--- src/rtl/apb_pkg.sv ---
// Shared APB master types: FSM states, completion status codes and counter sizing.
package apb_pkg;

    typedef enum logic [1:0] {
        IDLE   = 2'd0,
        SETUP  = 2'd1,
        ACCESS = 2'd2
    } apb_state_e;

    typedef enum logic [1:0] {
        RSP_OK      = 2'b00,
        RSP_SLVERR  = 2'b01,
        RSP_TIMEOUT = 2'b10
    } apb_rsp_e;

    // A disabled timeout (0) still needs a legal 1-bit counter.
    function automatic int cnt_width(input int timeout);
        return (timeout > 0) ? $clog2(timeout + 1) : 1;
    endfunction

endpackage

--- src/rtl/apb_cmd_master_if.sv ---
// Command, response and APB signals of apb_cmd_master: master = the block itself, slave = producer, consumer and APB slave.
interface apb_cmd_master_if #(
    parameter int ADDR_W = 8,
    parameter int DATA_W = 32,
    parameter int DEPTH  = 4
);
    logic                    cmd_valid_i;
    logic                    cmd_ready_o;
    logic                    cmd_write_i;
    logic [ADDR_W-1:0]       cmd_addr_i;
    logic [DATA_W-1:0]       cmd_wdata_i;
    logic                    rsp_valid_o;
    logic [1:0]              rsp_code_o;
    logic [DATA_W-1:0]       rsp_rdata_o;
    logic [$clog2(DEPTH):0]  level_o;
    logic                    busy_o;
    logic                    psel_o;
    logic                    penable_o;
    logic                    pwrite_o;
    logic [ADDR_W-1:0]       paddr_o;
    logic [DATA_W-1:0]       pwdata_o;
    logic [DATA_W-1:0]       prdata_i;
    logic                    pready_i;
    logic                    pslverr_i;

    modport master (
        input  cmd_valid_i, cmd_write_i, cmd_addr_i, cmd_wdata_i,
        input  prdata_i, pready_i, pslverr_i,
        output cmd_ready_o, rsp_valid_o, rsp_code_o, rsp_rdata_o, level_o, busy_o,
        output psel_o, penable_o, pwrite_o, paddr_o, pwdata_o
    );

    modport slave (
        output cmd_valid_i, cmd_write_i, cmd_addr_i, cmd_wdata_i,
        output prdata_i, pready_i, pslverr_i,
        input  cmd_ready_o, rsp_valid_o, rsp_code_o, rsp_rdata_o, level_o, busy_o,
        input  psel_o, penable_o, pwrite_o, paddr_o, pwdata_o
    );
endinterface

--- src/rtl/apb_cmd_fifo.sv ---
// Command FIFO: registered level, head visible combinationally (0-cycle read), push refused while full even with a pop.
module apb_cmd_fifo #(
    parameter int WIDTH = 41,
    parameter int DEPTH = 4
) (
    input  logic                     pclk,
    input  logic                     preset,
    input  logic                     push,
    input  logic [WIDTH-1:0]         wdata,
    input  logic                     pop,
    output logic [WIDTH-1:0]         rdata,
    output logic                     full,
    output logic                     empty,
    output logic [$clog2(DEPTH):0]   level
);
    localparam int PTR_W = $clog2(DEPTH);
    localparam int LVL_W = PTR_W + 1;

    logic [WIDTH-1:0] mem [DEPTH];
    logic [PTR_W-1:0] wr_ptr;
    logic [PTR_W-1:0] rd_ptr;
    logic [LVL_W-1:0] cnt;
    logic             do_push;
    logic             do_pop;

    assign full    = (cnt == LVL_W'(DEPTH));
    assign empty   = (cnt == '0);
    assign do_push = push && !full;
    assign do_pop  = pop && !empty;
    assign rdata   = mem[rd_ptr];
    assign level   = cnt;

    // Pointers wrap on their own because DEPTH is a power of two.
    always_ff @(posedge pclk) begin
        if (preset) begin
            wr_ptr <= '0;
            rd_ptr <= '0;
            cnt    <= '0;
        end else begin
            if (do_push) wr_ptr <= wr_ptr + 1'b1;
            if (do_pop)  rd_ptr <= rd_ptr + 1'b1;
            case ({do_push, do_pop})
                2'b10:   cnt <= cnt + 1'b1;
                2'b01:   cnt <= cnt - 1'b1;
                default: cnt <= cnt;
            endcase
        end
    end

    always_ff @(posedge pclk) begin
        if (do_push) mem[wr_ptr] <= wdata;
    end
endmodule

--- src/rtl/apb_cmd_master.sv ---
// APB master issuing queued commands; accept-to-response 3 cycles plus wait states, 2 cycles per back-to-back transfer.
// cmd_ready_o drops while the FIFO is full; responses are single-cycle pulses with no backpressure.
module apb_cmd_master
    import apb_pkg::*;
#(
    parameter int ADDR_W  = 8,
    parameter int DATA_W  = 32,
    parameter int DEPTH   = 4,
    parameter int TIMEOUT = 16
) (
    input logic              pclk,
    input logic              preset,
    apb_cmd_master_if.master bus
);
    localparam int CNT_W = cnt_width(TIMEOUT);
    localparam int LVL_W = $clog2(DEPTH) + 1;

    typedef struct packed {
        logic              write;
        logic [ADDR_W-1:0] addr;
        logic [DATA_W-1:0] wdata;
    } cmd_t;

    cmd_t              fifo_in;
    cmd_t              fifo_out;
    cmd_t              cmd_q;
    logic              full;
    logic              empty;
    logic [LVL_W-1:0]  level;
    logic              pop;
    logic              done;
    logic              abort;
    logic              tmo_hit;
    apb_state_e        state_q;
    apb_state_e        state_d;
    logic [CNT_W-1:0]  tmo_cnt_q;
    logic              rsp_valid_q;
    apb_rsp_e          rsp_code_q;
    logic [DATA_W-1:0] rsp_rdata_q;

    assign fifo_in = '{write: bus.cmd_write_i, addr: bus.cmd_addr_i, wdata: bus.cmd_wdata_i};

    apb_cmd_fifo #(
        .WIDTH ($bits(cmd_t)),
        .DEPTH (DEPTH)
    ) u_fifo (
        .pclk   (pclk),
        .preset (preset),
        .push   (bus.cmd_valid_i),
        .wdata  (fifo_in),
        .pop    (pop),
        .rdata  (fifo_out),
        .full   (full),
        .empty  (empty),
        .level  (level)
    );

    // Counter holds TIMEOUT-1 on the TIMEOUT-th consecutive not-ready ACCESS cycle.
    assign tmo_hit = (TIMEOUT != 0) && (tmo_cnt_q == CNT_W'(TIMEOUT - 1));

    always_comb begin
        state_d = state_q;
        pop     = 1'b0;
        done    = 1'b0;
        abort   = 1'b0;
        unique case (state_q)
            IDLE: begin
                if (!empty) begin
                    state_d = SETUP;
                    pop     = 1'b1;
                end
            end
            SETUP: state_d = ACCESS;
            ACCESS: begin
                if (bus.pready_i) begin
                    done = 1'b1;
                    if (!empty) begin
                        state_d = SETUP;
                        pop     = 1'b1;
                    end else begin
                        state_d = IDLE;
                    end
                end else if (tmo_hit) begin
                    abort   = 1'b1;
                    state_d = IDLE;
                end
            end
            default: state_d = IDLE;
        endcase
    end

    always_ff @(posedge pclk) begin
        if (preset) begin
            state_q   <= IDLE;
            tmo_cnt_q <= '0;
            cmd_q     <= '0;
        end else begin
            state_q <= state_d;
            if (pop) begin
                cmd_q     <= fifo_out;
                tmo_cnt_q <= '0;
            end else if (state_q == ACCESS && !bus.pready_i) begin
                tmo_cnt_q <= tmo_cnt_q + 1'b1;
            end
        end
    end

    // Read data only survives a clean read; writes, errors and timeouts report zero.
    always_ff @(posedge pclk) begin
        if (preset) begin
            rsp_valid_q <= 1'b0;
            rsp_code_q  <= RSP_OK;
            rsp_rdata_q <= '0;
        end else begin
            rsp_valid_q <= done || abort;
            if (done) begin
                rsp_code_q  <= bus.pslverr_i ? RSP_SLVERR : RSP_OK;
                rsp_rdata_q <= (!cmd_q.write && !bus.pslverr_i) ? bus.prdata_i : '0;
            end else if (abort) begin
                rsp_code_q  <= RSP_TIMEOUT;
                rsp_rdata_q <= '0;
            end
        end
    end

    assign bus.cmd_ready_o = !full;
    assign bus.level_o     = level;
    assign bus.busy_o      = (state_q != IDLE) || !empty;
    assign bus.psel_o      = (state_q != IDLE);
    assign bus.penable_o   = (state_q == ACCESS);
    assign bus.pwrite_o    = cmd_q.write;
    assign bus.paddr_o     = cmd_q.addr;
    assign bus.pwdata_o    = cmd_q.wdata;
    assign bus.rsp_valid_o = rsp_valid_q;
    assign bus.rsp_code_o  = rsp_code_q;
    assign bus.rsp_rdata_o = rsp_rdata_q;
endmodule
--- src/flat_wrapper.sv ---
// flat-port wrapper written by rule: the top's interface ports become plain ports
module apb_cmd_master_flat import apb_pkg::*;
#(
    parameter int ADDR_W  = 8,
    parameter int DATA_W  = 32,
    parameter int DEPTH   = 4,
    parameter int TIMEOUT = 16
)
  (pclk, preset, bus_cmd_valid_i, bus_cmd_write_i, bus_cmd_addr_i, bus_cmd_wdata_i, bus_prdata_i, bus_pready_i, bus_pslverr_i, bus_cmd_ready_o, bus_rsp_valid_o, bus_rsp_code_o, bus_rsp_rdata_o, bus_level_o, bus_busy_o, bus_psel_o, bus_penable_o, bus_pwrite_o, bus_paddr_o, bus_pwdata_o);
  apb_cmd_master_if #(.ADDR_W(ADDR_W), .DATA_W(DATA_W), .DEPTH(DEPTH)) bus_i ();
  input logic pclk;
  input logic preset;
  input wire logic [$bits(bus_i.cmd_valid_i)-1:0] bus_cmd_valid_i;
  input wire logic [$bits(bus_i.cmd_write_i)-1:0] bus_cmd_write_i;
  input wire logic [$bits(bus_i.cmd_addr_i)-1:0] bus_cmd_addr_i;
  input wire logic [$bits(bus_i.cmd_wdata_i)-1:0] bus_cmd_wdata_i;
  input wire logic [$bits(bus_i.prdata_i)-1:0] bus_prdata_i;
  input wire logic [$bits(bus_i.pready_i)-1:0] bus_pready_i;
  input wire logic [$bits(bus_i.pslverr_i)-1:0] bus_pslverr_i;
  output wire logic [$bits(bus_i.cmd_ready_o)-1:0] bus_cmd_ready_o;
  output wire logic [$bits(bus_i.rsp_valid_o)-1:0] bus_rsp_valid_o;
  output wire logic [$bits(bus_i.rsp_code_o)-1:0] bus_rsp_code_o;
  output wire logic [$bits(bus_i.rsp_rdata_o)-1:0] bus_rsp_rdata_o;
  output wire logic [$bits(bus_i.level_o)-1:0] bus_level_o;
  output wire logic [$bits(bus_i.busy_o)-1:0] bus_busy_o;
  output wire logic [$bits(bus_i.psel_o)-1:0] bus_psel_o;
  output wire logic [$bits(bus_i.penable_o)-1:0] bus_penable_o;
  output wire logic [$bits(bus_i.pwrite_o)-1:0] bus_pwrite_o;
  output wire logic [$bits(bus_i.paddr_o)-1:0] bus_paddr_o;
  output wire logic [$bits(bus_i.pwdata_o)-1:0] bus_pwdata_o;
  assign bus_i.cmd_valid_i = bus_cmd_valid_i;
  assign bus_i.cmd_write_i = bus_cmd_write_i;
  assign bus_i.cmd_addr_i = bus_cmd_addr_i;
  assign bus_i.cmd_wdata_i = bus_cmd_wdata_i;
  assign bus_i.prdata_i = bus_prdata_i;
  assign bus_i.pready_i = bus_pready_i;
  assign bus_i.pslverr_i = bus_pslverr_i;
  assign bus_cmd_ready_o = bus_i.cmd_ready_o;
  assign bus_rsp_valid_o = bus_i.rsp_valid_o;
  assign bus_rsp_code_o = bus_i.rsp_code_o;
  assign bus_rsp_rdata_o = bus_i.rsp_rdata_o;
  assign bus_level_o = bus_i.level_o;
  assign bus_busy_o = bus_i.busy_o;
  assign bus_psel_o = bus_i.psel_o;
  assign bus_penable_o = bus_i.penable_o;
  assign bus_pwrite_o = bus_i.pwrite_o;
  assign bus_paddr_o = bus_i.paddr_o;
  assign bus_pwdata_o = bus_i.pwdata_o;
  apb_cmd_master #(.ADDR_W(ADDR_W), .DATA_W(DATA_W), .DEPTH(DEPTH), .TIMEOUT(TIMEOUT)) u_core (.pclk(pclk), .preset(preset), .bus(bus_i));
endmodule
--- config.mk ---
export PLATFORM = sky130hd
export DESIGN_NAME = apb_cmd_master_flat
export DESIGN_NICKNAME = d
export VERILOG_FILES = /design/src/rtl/apb_pkg.sv /design/src/rtl/apb_cmd_master_if.sv /design/src/rtl/apb_cmd_fifo.sv /design/src/rtl/apb_cmd_master.sv /design/src/flat_wrapper.sv
export SDC_FILE = /design/constraint.sdc
export NUM_CORES = 1
export LEC_CHECK = 0
export ABC_AREA = 1
export CORE_ASPECT_RATIO = 0.75
export CORE_MARGIN = 5
export CORE_UTILIZATION = 53
export CTS_CLUSTER_SIZE = 8
export DETAILED_ROUTE_END_ITERATION = 8
export PLACE_DENSITY = 0.79
export SYNTH_ARGS = -nofsm -noshare
export SYNTH_HDL_FRONTEND = slang
export SYNTH_HIERARCHICAL = 1
export SYNTH_SLANG_ARGS = --single-unit
--- constraint.sdc ---
create_clock -name pclk -period 3.3 [get_ports pclk]
set_input_delay 0.66 -clock pclk [delete_from_list [all_inputs] [get_ports pclk]]
set_output_delay 0.66 -clock pclk [all_outputs]
set_load 0.02 [all_outputs]
==> flow_summary.ini <==
[timing]
maxSlewHeadroom_pct = 27.5
setup_viol = 0
worst_slew_pin_slew_ns = 1.08
final-hold-violation-count = 0
rsz0062_at_grt = no
timing.final.crit_share_pct = 76.4
period_needed_ns = 2.52
finalMaxSlewViolations = 0
fmax_mhz = 397
tns_ns = 0
finClkSkew_ns = 0.00907
hold_slack_ns = 0.458

[synth]
synthCells = 948
synthesis.nets = 1034
synth_top_area_cell = edfxtp_1
yosys_warnings = 6
netlist-cell-type-count = 26
synth_seq_cells = 256
yosysTopAreaCellShare_pct = 48.7
synth_area_leaders = edfxtp_1 49%, dfxtp_1 18%, nor2_1 6.8%, nand2_1 4.0%, inv_1 2.6%
syn_area_per_cell_um2 = 10.7
seq_area_frac_synth_pct = 66.9
netlist_area_um2 = 10100

[clocking]
clock_latency_ns = 0.49
cts_resized = 0
holdBufCountCts = 0
path_clk_slew_ns = 0.05
clockBufferDepth = 3
htreeDepth = 2
cts_setup_buffers = 0
root_buffer = clkbuf_16
cts_buffers = 37
cts_sinks = 256
cts_tree = built

[pwr]
vdd_drop_max_v = 0.000504
powerDensity_nw_per_um2 = 840
power_uw = 10800
leakage_uw = 0.00473

[placed_design]
dp.cells = 1311
port_buffers = 160
place_area_um2 = 11800
place_congestion = 0.783
hpwl_mm = 13.7

[grt]
antenna_found_initial = 2
grt.total_usage_pct = 21.7
grt_pass1_wl_mm = 38.1
grt_max_degree = 83
grt_pass1_vias = 7221
grt_overflow = 0

[floorplan]
start_util_pct = 54.4
rows = 43
fp.dieH_um = 130
dieArea_um2 = 22000
coreArea_um2 = 18600
die_width_um = 170
io_pins = 161

[setup_path]
cp-end-kind = output port
crit_fanout = 4
r2r_setup_slack_ns = 1.10
crit_family = buffers and inverters
crit_path_frequent_cell = nand2_1
critPathArrivalTime_ns = 1.86
cp-start-kind = flop
worstPathRequired_ns = 2.64
cp_num_buf_inv = 2
worstSetupPathType = reg2out
critical_path.cell_chain = nor2_2 > nand2_1 > inv_1 > nand2_1 > clkdlybuf4s50_1
slowest_delay_ns = 0.61
cpMaxStageDelayCell = clkdlybuf4s50_1

[cells_and_area]
area_growth_pct = 26.7
final_area_um2 = 12800
layout.nets = 1189
regArea_um2 = 6770
final_cells = 1373
multi_input_area_um2 = 2730
nFillCells = 1345
layout-drive-gt1-share_pct = 7.56

[detailed_routing]
dr.pass1.iters = 5
wl_per_cell_um = 17.6
wl_mm = 24.1
via_count = 7493
drc = 0
avgViaCountPerCell = 5.46
ant_nets = 0
drt_iter0_markers = 722

[job]
cap_violations = 0

[worst_hold_path]
holdCritPathClass = reg2reg

[run_status]
status = completed
metrics by stage:
stage	setup WS, ns	utilization (%)
after floorplan	0.359	-
after global placement	0.568	63.4
after detailed placement	0.526	63.4
after CTS	0.778	68.9
after global routing	0.694	68.9
final	0.779	68.9
routing by layer:
layer / routed length (µm) / track usage [%] / vias to the layer above / share of wire (%)
met5: 13 / 0 / - / 0.054
met4: 629 / 7.76 / 2 / 2.6
met3: 2030 / 4.94 / 48 / 8.4
met2: 11400 / 35.5 / 371 / 47
met1: 10000 / 28.7 / 3512 / 42
li1: - / - / 3560 / -
cell type report:
type | count | area share (%)
Tap cell | 247 | 2.41
Multi-Input combinational cell | 559 | 21.3
Antenna cell | 1 | 0.0195
Clock buffer | 61 | 7.92
Timing Repair Buffer | 174 | 13.4
Inverter | 75 | 2.19
Sequential cell | 256 | 52.8
power by group:
group          internal (µW)  leakage [µW]  switching, µW
clock network           2070      0.000484           1240
logic                   1230       0.00198           2180
registers               3860       0.00226            189
registers in the layout (all words and copies together) (netlist names), named ones only:
signal and flops:
u_core/bus.pwdata_o 32, u_core/bus.rsp_valid_o 1, u_core/u_fifo/level 3, u_core/u_fifo/wr_ptr 2
u_core/state_q 2, u_core/bus.paddr_o 8, u_core/bus.rsp_rdata_o 32, u_core/u_fifo/rd_ptr 2
u_core/bus.rsp_code_o 2, u_core/tmo_cnt_q 5, u_core/u_fifo/mem 164, u_core/bus.pwrite_o 1
synth_stat cells, drive strengths merged:
| master | n |
|---|---|
| nand2 | 113 |
| ha | 7 |
| clkbuf | 11 |
| o21ai | 85 |
| o22ai | 41 |
| nor2 | 187 |
| buf | 47 |
| nor3 | 1 |
| clkinv | 1 |
| a21oi | 44 |
| fa | 1 |
| dfxtp | 92 |
| nand3 | 48 |
| inv | 74 |
| nand4 | 32 |
| edfxtp | 164 |
path summary, 6_finish.rpt:
check,startpoint,to,cells after the start
min,u_core/bus.rsp_rdata_o[18],u_core/bus.rsp_rdata_o[18],2
min reg2reg,u_core/bus.rsp_rdata_o[18],u_core/bus.rsp_rdata_o[18],2
max,u_core/u_fifo/level[1],bus_busy_o,5
max reg2reg,u_core/state_q[1],u_core/bus.pwdata_o[24],7
layout by cell type (no fill, tap or decap), drive strengths merged, types with 32 or more instances in the layout:
master           n
nor2           187
edfxtp         164
clkdlybuf4s50  160
nand2          113
dfxtp           92
o21ai           85
inv             74
clkbuf          61
nand3           48
a21oi           44
o22ai           41
nand4           32
worst register-to-register path: stages (launching register included):
cell and delay (ns):
dfxtp_1 0.41, inv_2 0.09, nor2_8 0.09, buf_4 0.35
nand2_2 0.70, nand3_1 0.28, nand2_1 0.08, nor2_1 0.13
logic make-up after synthesis:
family	synth area share [%]
AND/OR/NAND/NOR	16.6
flip-flops	66.9
AO/OA/AOI/OAI	8.95
buffers and inverters	6.52
adder cells (fa/ha/maj)	1.06
(Power assumes the default switching activity.)
